==> config.mk <==
export PLATFORM = sky130hd
export DESIGN_NAME = vga_pattern_renderer
export DESIGN_NICKNAME = d
export VERILOG_FILES = /design/src/rtl/vga_draw_pkg.sv /design/src/rtl/vga_bounce_axis.sv /design/src/rtl/vga_pattern_renderer.sv
export SDC_FILE = /design/constraint.sdc
export NUM_CORES = 1
export LEC_CHECK = 0
export BUFFER_PORTS_ARGS = -buffer_cell sky130_fd_sc_hd__buf_2
export CAP_MARGIN = 20
export CORE_ASPECT_RATIO = 0.9
export CORE_MARGIN = 5
export CORE_UTILIZATION = 58
export CTS_CLUSTER_DIAMETER = 120
export DETAILED_ROUTE_END_ITERATION = 8
export GPL_ROUTABILITY_DRIVEN = 0
export HOLD_SLACK_MARGIN = 0.06
export PLACE_DENSITY = 0.8
export SLEW_MARGIN = 10
export SYNTH_ARGS = -nofsm -noshare
export SYNTH_HDL_FRONTEND = slang
export SYNTH_HIERARCHICAL = 1
export SYNTH_SLANG_ARGS = --single-unit
export TNS_END_PERCENT = 20
==> constraint.sdc <==
create_clock -name iCLK -period 3.25 [get_ports iCLK]
set_clock_uncertainty 0.05 [all_clocks]
set_input_delay 0.1625 -clock iCLK [delete_from_list [all_inputs] [get_ports iCLK]]
set_output_delay 0.1625 -clock iCLK [all_outputs]
set_load 0.005 [all_outputs]
==> src/rtl/vga_draw_pkg.sv <==
// Shared definitions for the VGA drawing stage: visible area, pattern modes,
// the {R,G,B} pixel type and the colour-bar palette.
package vga_draw_pkg;

  localparam int H_ACTIVE  = 640;
  localparam int V_ACTIVE  = 480;
  localparam int BAR_WIDTH = H_ACTIVE / 8;

  typedef enum logic [1:0] {
    MODE_SOLID    = 2'd0,
    MODE_BARS     = 2'd1,
    MODE_CHECKER  = 2'd2,
    MODE_GRADIENT = 2'd3
  } mode_e;

  typedef struct packed {
    logic [9:0] red;
    logic [9:0] green;
    logic [9:0] blue;
  } rgb_t;

  localparam rgb_t COLOR_BLACK   = '{red: 10'h000, green: 10'h000, blue: 10'h000};
  localparam rgb_t COLOR_WHITE   = '{red: 10'h3FF, green: 10'h3FF, blue: 10'h3FF};
  localparam rgb_t COLOR_YELLOW  = '{red: 10'h3FF, green: 10'h3FF, blue: 10'h000};
  localparam rgb_t COLOR_CYAN    = '{red: 10'h000, green: 10'h3FF, blue: 10'h3FF};
  localparam rgb_t COLOR_GREEN   = '{red: 10'h000, green: 10'h3FF, blue: 10'h000};
  localparam rgb_t COLOR_MAGENTA = '{red: 10'h3FF, green: 10'h000, blue: 10'h3FF};
  localparam rgb_t COLOR_RED     = '{red: 10'h3FF, green: 10'h000, blue: 10'h000};
  localparam rgb_t COLOR_BLUE    = '{red: 10'h000, green: 10'h000, blue: 10'h3FF};

  // Classic SMPTE-style bar order, left to right.
  function automatic rgb_t barColor(input logic [2:0] bar);
    rgb_t color;
    case (bar)
      3'd0:    color = COLOR_WHITE;
      3'd1:    color = COLOR_YELLOW;
      3'd2:    color = COLOR_CYAN;
      3'd3:    color = COLOR_GREEN;
      3'd4:    color = COLOR_MAGENTA;
      3'd5:    color = COLOR_RED;
      3'd6:    color = COLOR_BLUE;
      default: color = COLOR_BLACK;
    endcase
    return color;
  endfunction

endpackage

==> src/rtl/vga_bounce_axis.sv <==
// One axis of the bouncing box: position register plus an INC/DEC direction
// FSM that reflects off 0 and MAX_POS once per frame tick.
module vga_bounce_axis
  import vga_draw_pkg::*;
#(
  parameter int MAX_POS   = 576,
  parameter int START_POS = 100
) (
  input  logic       iCLK,
  input  logic       iRST,
  input  logic       tick_i,
  input  logic       pause_i,
  input  logic [3:0] speed_i,
  output logic [9:0] pos_o,
  output logic       dir_o
);

  localparam logic [0:0] INC = 1'b0;
  localparam logic [0:0] DEC = 1'b1;

  logic [9:0]  pos_q, pos_d;
  logic [0:0]  dir_q, dir_d;
  logic [10:0] sum;
  logic [10:0] speedWide;

  // Position arithmetic is done 11 bits wide so pos+speed cannot wrap.
  always_comb begin
    pos_d     = pos_q;
    dir_d     = dir_q;
    speedWide = {7'b0, speed_i};
    sum       = {1'b0, pos_q} + speedWide;
    if (tick_i && !pause_i && (speed_i != 4'd0)) begin
      if (dir_q == INC) begin
        if (sum >= 11'(MAX_POS)) begin
          pos_d = 10'(MAX_POS);
          dir_d = DEC;
        end else begin
          pos_d = sum[9:0];
        end
      end else begin
        if ({1'b0, pos_q} <= speedWide) begin
          pos_d = 10'd0;
          dir_d = INC;
        end else begin
          pos_d = pos_q - {6'b0, speed_i};
        end
      end
    end
  end

  always_ff @(posedge iCLK or posedge iRST) begin
    if (iRST) begin
      pos_q <= 10'(START_POS);
      dir_q <= INC;
    end else begin
      pos_q <= pos_d;
      dir_q <= dir_d;
    end
  end

  assign pos_o = pos_q;
  assign dir_o = dir_q;

endmodule

==> src/rtl/vga_pattern_renderer.sv <==
// Pixel colour generator feeding the VGA controller: background pattern with a
// bouncing box overlaid, registered one clock after the incoming coordinate.
module vga_pattern_renderer
  import vga_draw_pkg::*;
#(
  parameter int          BOX_W     = 64,
  parameter int          BOX_H     = 48,
  parameter int          START_X   = 100,
  parameter int          START_Y   = 50,
  parameter logic [29:0] BOX_COLOR = {10'h3FF, 10'h000, 10'h000},
  parameter logic [29:0] BG_COLOR  = {10'h000, 10'h000, 10'h3FF}
) (
  input  logic       iCLK,
  input  logic       iRST,
  input  logic [9:0] iX,
  input  logic [9:0] iY,
  input  logic [1:0] iMode,
  input  logic [3:0] iSpeed,
  input  logic       iPause,
  output logic [9:0] oRed,
  output logic [9:0] oGreen,
  output logic [9:0] oBlue,
  output logic       oFrame_Tick,
  output logic [9:0] oBox_X,
  output logic [9:0] oBox_Y
);

  logic [9:0] prevY_q;
  mode_e      mode_q;
  logic [3:0] speed_q;
  rgb_t       pixel_q, pixel_d;
  logic       frameTick;
  logic [9:0] boxX, boxY;
  logic       dirX, dirY;
  logic       inBox;
  logic       inBlank;
  logic [2:0] bar;

  // Tick fires on the single clock where the line count steps into blanking.
  assign frameTick = (prevY_q == 10'(V_ACTIVE - 1)) && (iY == 10'(V_ACTIVE));

  always_ff @(posedge iCLK or posedge iRST) begin
    if (iRST) begin
      prevY_q <= 10'd0;
      mode_q  <= MODE_SOLID;
      speed_q <= 4'd0;
    end else begin
      prevY_q <= iY;
      if (frameTick) begin
        mode_q  <= mode_e'(iMode);
        speed_q <= iSpeed;
      end
    end
  end

  vga_bounce_axis #(
    .MAX_POS  (H_ACTIVE - BOX_W),
    .START_POS(START_X)
  ) uAxisX (
    .iCLK   (iCLK),
    .iRST   (iRST),
    .tick_i (frameTick),
    .pause_i(iPause),
    .speed_i(speed_q),
    .pos_o  (boxX),
    .dir_o  (dirX)
  );

  vga_bounce_axis #(
    .MAX_POS  (V_ACTIVE - BOX_H),
    .START_POS(START_Y)
  ) uAxisY (
    .iCLK   (iCLK),
    .iRST   (iRST),
    .tick_i (frameTick),
    .pause_i(iPause),
    .speed_i(speed_q),
    .pos_o  (boxY),
    .dir_o  (dirY)
  );

  // Box test uses the registered box position, which only moves in blanking.
  always_comb begin
    inBlank = (iX >= 10'(H_ACTIVE)) || (iY >= 10'(V_ACTIVE));
    inBox   = ({1'b0, iX} >= {1'b0, boxX}) &&
              ({1'b0, iX} <  ({1'b0, boxX} + 11'(BOX_W))) &&
              ({1'b0, iY} >= {1'b0, boxY}) &&
              ({1'b0, iY} <  ({1'b0, boxY} + 11'(BOX_H)));
    bar     = 3'(iX / 10'(BAR_WIDTH));
    pixel_d = COLOR_BLACK;
    if (inBlank) begin
      pixel_d = COLOR_BLACK;
    end else if (inBox) begin
      pixel_d = rgb_t'(BOX_COLOR);
    end else begin
      case (mode_q)
        MODE_SOLID:   pixel_d = rgb_t'(BG_COLOR);
        MODE_BARS:    pixel_d = barColor(bar);
        MODE_CHECKER: pixel_d = (iX[5] ^ iY[5]) ? COLOR_WHITE : COLOR_BLACK;
        default: begin
          pixel_d.red   = iX;
          pixel_d.green = {iY[8:0], 1'b0};
          pixel_d.blue  = 10'd0;
        end
      endcase
    end
  end

  always_ff @(posedge iCLK or posedge iRST) begin
    if (iRST) begin
      pixel_q <= COLOR_BLACK;
    end else begin
      pixel_q <= pixel_d;
    end
  end

  assign oRed        = pixel_q.red;
  assign oGreen      = pixel_q.green;
  assign oBlue       = pixel_q.blue;
  assign oFrame_Tick = frameTick;
  assign oBox_X      = boxX;
  assign oBox_Y      = boxY;

endmodule
=== Word level (Yosys, flattened, before mapping) ===
Cells that the tools add are included.

* $add $sub $neg: 6
* Multiply operators: 0
* Div/mod/pow operators: 1
* Order comparisons: 10
* Equal/unequal tests: 10
* Shift operators: 0
* Muxes and demuxes: 17
* Bitwise logic cells: 1
* Reductions and logical operators: 11

{| class="wikitable"
|+ Operators with widths
! kind !! count
|-
| one-hot mux 30 bit (7 select lines) || 1
|-
| 2-to-1 mux 30 bit || 3
|-
| one-hot mux 30 bit (3 select lines) || 1
|-
| 2-to-1 mux 10 bit || 6
|-
| adder 10 x 4 -> 11 bit || 2
|-
| < comparator 10 x 11 -> 1 bit || 2
|-
| equality test 10 x 9 -> 1 bit (second input constant) || 2
|-
| >= comparator 10 bit || 2
|-
| <= comparator 10 x 4 -> 1 bit || 2
|-
| subtractor 10 x 4 -> 10 bit || 2
|-
| adder 10 x 6 -> 11 bit (second input constant) || 1
|-
| adder 10 x 7 -> 11 bit (second input constant) || 1
|-
| >= comparator 11 x 10 -> 1 bit (second input constant) || 1
|-
| >= comparator 11 x 9 -> 1 bit (second input constant) || 1
|-
| divider 10 x 7 -> 10 bit (second input constant) || 1
|-
| >= comparator 10 bit (second input constant) || 1
|-
| >= comparator 10 x 9 -> 1 bit (second input constant) || 1
|-
| equality test 3 bit (second input constant) || 3
|-
| equality test 3 x 2 -> 1 bit (second input constant) || 2
|-
| logical AND 1 bit || 6
|-
| 2-to-1 mux 1 bit || 6
|-
| nonzero test 4 bit || 1
|-
| equality test 3 x 1 -> 1 bit (second input constant) || 1
|-
| zero test 3 bit || 1
|-
| 6 further kinds || 6
|}

* Register bits after elaboration: 68
* Bits in latches: 0
* Memory bits (writable): 0
* Memory bits (read-only): 0
* Output and inout port bits: 51
* Word-level logic and storage cells: 66
* Memories: 0

=== Logic depth before layout (Yosys ltp) ===
* Word-level depth: 7
* Gate-level depth with buffers: 12
* Mapped depth without buffers: 11

=== Cells and area by module ===
Netlist, hierarchy kept.

{| class="wikitable"
|+ Modules (own cells, without submodules)
! module !! instances !! cells an instance !! area an instance (µm²)
|-
| vga_pattern_renderer || 1 || 254 || 2497.4
|-
| vga_bounce_axis (uAxisY) || 1 || 148 || 1252.5
|-
| vga_bounce_axis (uAxisX) || 1 || 148 || 1243.7
|}

=== Worst setup path after synthesis ===
No wires, ideal clock.

* Path type: flip-flop to flip-flop
* From: reg speed_q[1]
* To: reg uAxisX.dir_q (netlist: uAxisX/dir_o)
* Setup time: 0.120 ns
* Data arrival time: 2.642 ns
* Required time: 3.080 ns
* Setup slack: 0.437 ns
* Stages on the path, launching flop included: 9
* Cells stage by stage: dfrtp_1 inv_1 ha_1 nand2b_4 a2111o_1 a211oi_1 mux2i_1 nor2_1 a31o_2

* Word-level cells in the longest chain between the ends: 4
* Elaborated cells between the ends (all ways): 8
* Those cells by class: 1 x add/sub; 2 x order compare; 3 x mux; 2 x reduce/logical

{| class="wikitable"
|+ RTL lines
! element !! RTL line !! RTL
|-
| start: declaration || vga_pattern_renderer.sv:30 || <nowiki>logic [3:0] speed_q;</nowiki>
|-
| start signal: assignment || vga_pattern_renderer.sv:51 || <nowiki>speed_q <= iSpeed;</nowiki>
|-
| adder 10 x 4 -> 11 bit || vga_bounce_axis.sv:31 || <nowiki>sum = {1'b0, pos_q} + speedWide;</nowiki>
|-
| >= comparator 11 x 10 -> 1 bit || vga_bounce_axis.sv:34 || <nowiki>if (sum >= 11'(MAX_POS)) begin</nowiki>
|-
| 2-to-1 mux 1 bit || vga_bounce_axis.sv:34 ||
|-
| 2-to-1 mux 1 bit || vga_bounce_axis.sv:33 || <nowiki>if (dir_q == INC) begin</nowiki>
|-
| end signal: assignment || vga_bounce_axis.sv:57 || <nowiki>dir_q <= dir_d;</nowiki>
|-
| end: declaration || vga_bounce_axis.sv:22 || <nowiki>logic [0:0] dir_q, dir_d;</nowiki>
|}

Several ways; a longest one is shown, not always the timed one.
A chain may end at the register's enable or synchronous reset.

=== Final worst setup path ===
* From: in iY[3]
* To: reg uAxisY.pos_q[6] (netlist: uAxisY/pos_o[6])

* Word-level cells in the longest chain between the ends: 4

{| class="wikitable"
|+ RTL lines
! element !! RTL line !! RTL
|-
| start: declaration || vga_pattern_renderer.sv:16 || <nowiki>input logic [9:0] iY,</nowiki>
|-
| equality test 10 x 9 -> 1 bit || vga_pattern_renderer.sv:40 || <nowiki>assign frameTick = (prevY_q == 10'(V_ACTIVE - 1)) && (iY == 10'(V_ACTIVE));</nowiki>
|-
| logical AND 1 bit || vga_pattern_renderer.sv:40 ||
|-
| logical AND 1 bit (2 in series) || vga_bounce_axis.sv:32 || <nowiki>if (tick_i && !pause_i && (speed_i != 4'd0)) begin</nowiki>
|-
| end signal: assignment || vga_bounce_axis.sv:53 || <nowiki>pos_q <= 10'(START_POS);</nowiki>
|-
| end signal: assignment || vga_bounce_axis.sv:56 || <nowiki>pos_q <= pos_d;</nowiki>
|-
| end: declaration || vga_bounce_axis.sv:21 || <nowiki>logic [9:0] pos_q, pos_d;</nowiki>
|}

Every way passes these cells.

==> metrics.md <==
| Metric | Value |
|---|---|
| Status | `completed` |
| Pre-antenna DRT Iters | `5` |
| Worst hold start | `iX[4]` |
| WP buf/inv | `2` |
| Flops & latches, synth | `59` |
| Max-Slew Margin vs Limit | `47.3%` |
| P_leak | `~2.7 nW` |
| Critical path arrival | `3.24 ns` |
| P per Cell Area | `306 nW/um^2` |
| CTS max path bufs | `2` |
| Setup_tns | `0 ns` |
| Cell Area, Synth | `4990 sq um` |
| Hold depth | `3` |
| RSZ-0062 raised after global routing | `no` |
| Die height | `98.0 microns` |
| Critical path, cell by cell | `dlygate4sd3_1 > buf_2 > nor4b_1 > nand4_1 > nor3_1 > nand3b_1 > a21oi_1 > o22ai_1 > or3_1` |
| Post-synthesis adder-cell area fraction | `13.6%` |
| Vias in the first global route | `4414` |
| Simple-Gate Fraction of Synth Area | `18.1%` |
| Fillers | `667` |
| Worst reg2reg path endpoint | `uAxisX/pos_o[6]` |
| Wire per inst | `17.7 microns` |
| Synth Net Count | `631` |
| Async set-reset flop share out of synthesis | `100%` |
| Post-DP Area | `~5400 sq um` |
| Antenna diodes | `0` |
| Largest family of logic cells by synthesized area | `compound AO/OA/AOI/OAI gates` |
| Worst reg-to-reg setup slack | `0.21 ns` |
| Layout area overhead | `18.8%` |
| Setup bufs post-CTS | `0` |
| Grt ovf | `0` |
| I/O pin count | `80` |
| Final Worst Setup Slack | `0.189 ns` |
| Synth unique cells | `93` |
| CP Launch Type | `input port` |
| Tmin final | `3.06 ns` |
| Initial antenna violation count | `0` |
| Pre-CTS setup slack | `0.228 ns` |
| Yosys warning total | `6` |
| Area share of the leading cell type in the synthesized netlist | `26.6%` |
| Clock slew at reported path FFs | `0.07 ns` |
| Worst R2R Path Depth | `9` |
| Number of synthesized flops with an enable pin | `0` |
| Final instance area | `between 5000 and 6000 sq um` |
| Port-buffer cells | `79` |
| Root Buffer Master | `clkbuf_8` |
| WS Path Type | `input port to flip-flop` |
| Post-synth top area cell | `dfrtp_1` |
| Vias after detailed routing | `between 4000 and 5000` |
| Max-cap viol count | `0` |
| Synth Area per Inst | `9.08 sq um` |
| CTS tree | `done` |
| Die ar. | `10600 sq um` |
| Hold Path Sink | `oRed[4]` |
| DRT Wirelength | `13.6 mm` |
| Final Net Count | `722` |
| XOR/XNOR share of the synthesized area | `2.98%` |
| Initial core utilization | `58.8%` |
| CP delay by family, top | `simple AND/OR/NAND/NOR gates` |
| Max Freq | `327 MHz` |
| Fin crit share | `94.2%` |
| Final Hold Fails | `0` |
| CP required | `around 3.4 ns` |
| Largest cells by area after synthesis | `dfrtp_1 (27%), ha_1 (12%), a21oi_1 (3.6%), inv_1 (3.5%), dfstp_2 (3.2%)` |
| Post-route ant nets | `0` |
| Most used DFF post-synth | `dfrtp_1` |
| GR Util All Layers | `roughly a quarter` |
| Post-route DRC violation count | `0` |
| Reg2reg start | `speed_q[1]` |
| HPWL after DPL | `9.72 mm` |
| Syn Inst Count | `550` |
| Total CTS buffers | `9` |
| Setup violators final | `0` |
| Register Area | `1490 sq um` |
| Hold slack final | `roughly 0.10 ns` |
| Rows | `32` |
| Vias/cell | `6.04` |
| Core area | `8490 sq um` |
| Critical-path top delay cell | `nor3_1` |
| Worst vdd ir | `0.166 mV` |
| Htree depth | `3` |
| Max Slew Vio Count | `0` |
| Share of layout cells above drive strength 1 | `24.6%` |
| Footprint of the multi-input gates | `3150 sq um` |
| Worst skew pair latency | `0.35 ns` |
| First DRT Iteration DRCs | `roughly 420` |
| Compound-Gate Fraction of Synth Area | `between 20% and 30%` |
| Post-synthesis sequential area ratio | `between 20% and 30%` |
| CP peak stage delay | `between 0.6 and 0.7 ns` |
| Peak fanout along the critical path | `11` |
| Die span in x | `approximately 110 microns` |
| Worst hold path class | `input port to flip-flop` |
| Mux cell area share after synthesis | `2.76%` |
| Wire length of the first global-routing pass | `22.0 mm` |
| Largest net degree at the start of global routing | `29` |
| Clk sinks | `just under 60` |
| Worst slew pin tran | `about 0.8 ns` |
| CP Capture Type | `flip-flop` |
==> stage by stage <==
stage,power (mW),util (%),cells
2_1_floorplan,0.895,-,550
3_3_place_gp,0.964,64.0,727
3_5_place_dp,0.971,64.0,727
4_1_cts,1.81,69.4,764
5_1_grt,1.88,69.9,765
6_report,1.81,69.9,765
==> registers in the layout, summed over array words and instances (netlist names), 2 cells and up <==
| register | count |
|---|---|
| mode_q | 2 |
| prevY_q | 10 |
| uAxisY/pos_o | 10 |
| uAxisX/pos_o | 10 |
| oRed | 10 |
| speed_q | 4 |
| oGreen | 10 |
==> worst max-delay path by stage <==
stage	from	to	depth (start not counted)
3_3_place_gp	uAxisY/pos_o[5]	oGreen[0]	12
3_5_place_dp	speed_q[1]	uAxisX/pos_o[6]	9
6_report	iY[3]	uAxisY/pos_o[6]	9
4_1_cts	speed_q[1]	uAxisX/dir_o	8
2_1_floorplan	speed_q[1]	uAxisX/dir_o	8
5_1_grt	uAxisY/pos_o[5]	oGreen[0]	12
==> cells in the mapped netlist (6+ instances only) <==
library cell  count
a211oi_1          6
a21oi_1          36
buf_4            11
clkbuf_1         12
dfrtp_1          53
dfstp_2           6
ha_1             48
inv_1            47
nand2_1          29
nand2b_1         10
nand3_1          14
nor2_1           38
nor2b_1           6
nor3_1           12
o211ai_1          6
o21a_1           15
o21ai_0          23
o21ai_1          17
xnor2_1          12
==> metal layers <==
layer	track usage [%]	wire, microns	vias up	part of all wire, %
met3	4.89	952	28	7.0
met4	7.38	263	0	1.9
met1	35.0	5870	2204	43
met5	0	0	-	0
li1	-	-	2172	-
met2	41.7	6470	219	48
==> logic make-up after synthesis <==
family          after synthesis
compound gates              172
fa+ha+maj                    52
xor+xnor                     17
buf+inv                      80
simple gates                159
flops                        59
mux                          11
==> layout make-up <==
cell class                      instances  area share, %
Multi-Input combinational cell        411           53.1
Clock inverter                          3           1.14
Inverter                               50           3.40
Clock buffer                           13           3.02
Tap cell                              119           2.51
Sequential cell                        59           25.0
Timing Repair Buffer                  110           11.8
==> report_power, final <==
part | internal, mW | switching, mW | total [mW]
logic | 0.0989 | 0.118 | 0.217
clock network | 0.516 | 0.312 | 0.828
registers | 0.760 | 0.00756 | 0.767
==> worst reg2reg max path: stages (launching register included) <==
cell and delay [ns]:
dfrtp_2 0.47, inv_1 0.12, ha_1 0.34, nand2b_4 0.16, a2111o_1 0.50, a211oi_1 0.32
mux2i_1 0.37, buf_4 0.21, nor3_2 0.06, o32a_1 0.36
==> what timing repair did <==
item                       4_1_cts  5_1_grt
hold endpoints to repair        39        0
setup endpoints to repair        0        5
resized for setup                0        3
hold buffers                    21        0
==> cells in the final DEF (no fill, tap or decap), types with 5 or more instances in the layout <==
| cell type | Yosys | final |
|---|---|---|
| a211oi_1 | 6 | 6 |
| a21o_1 | 5 | 5 |
| a21oi_1 | 36 | 36 |
| buf_2 | 4 | 79 |
| buf_4 | 11 | 9 |
| clkbuf_8 | 0 | 13 |
| dfrtp_1 | 53 | 52 |
| dfstp_2 | 6 | 6 |
| dlygate4sd3_1 | 0 | 21 |
| ha_1 | 48 | 48 |
| inv_1 | 47 | 47 |
| mux2_4 | 5 | 5 |
| nand2_1 | 29 | 29 |
| nand2b_1 | 10 | 10 |
| nand3_1 | 14 | 14 |
| nand4_1 | 5 | 5 |
| nor2_1 | 38 | 38 |
| nor2b_1 | 6 | 6 |
| nor3_1 | 12 | 12 |
| o211ai_1 | 6 | 6 |
| o21a_1 | 15 | 15 |
| o21ai_0 | 23 | 23 |
| o21ai_1 | 17 | 17 |
| xnor2_1 | 12 | 12 |
| xor2_1 | 5 | 5 |
(Power assumes the default switching activity.)
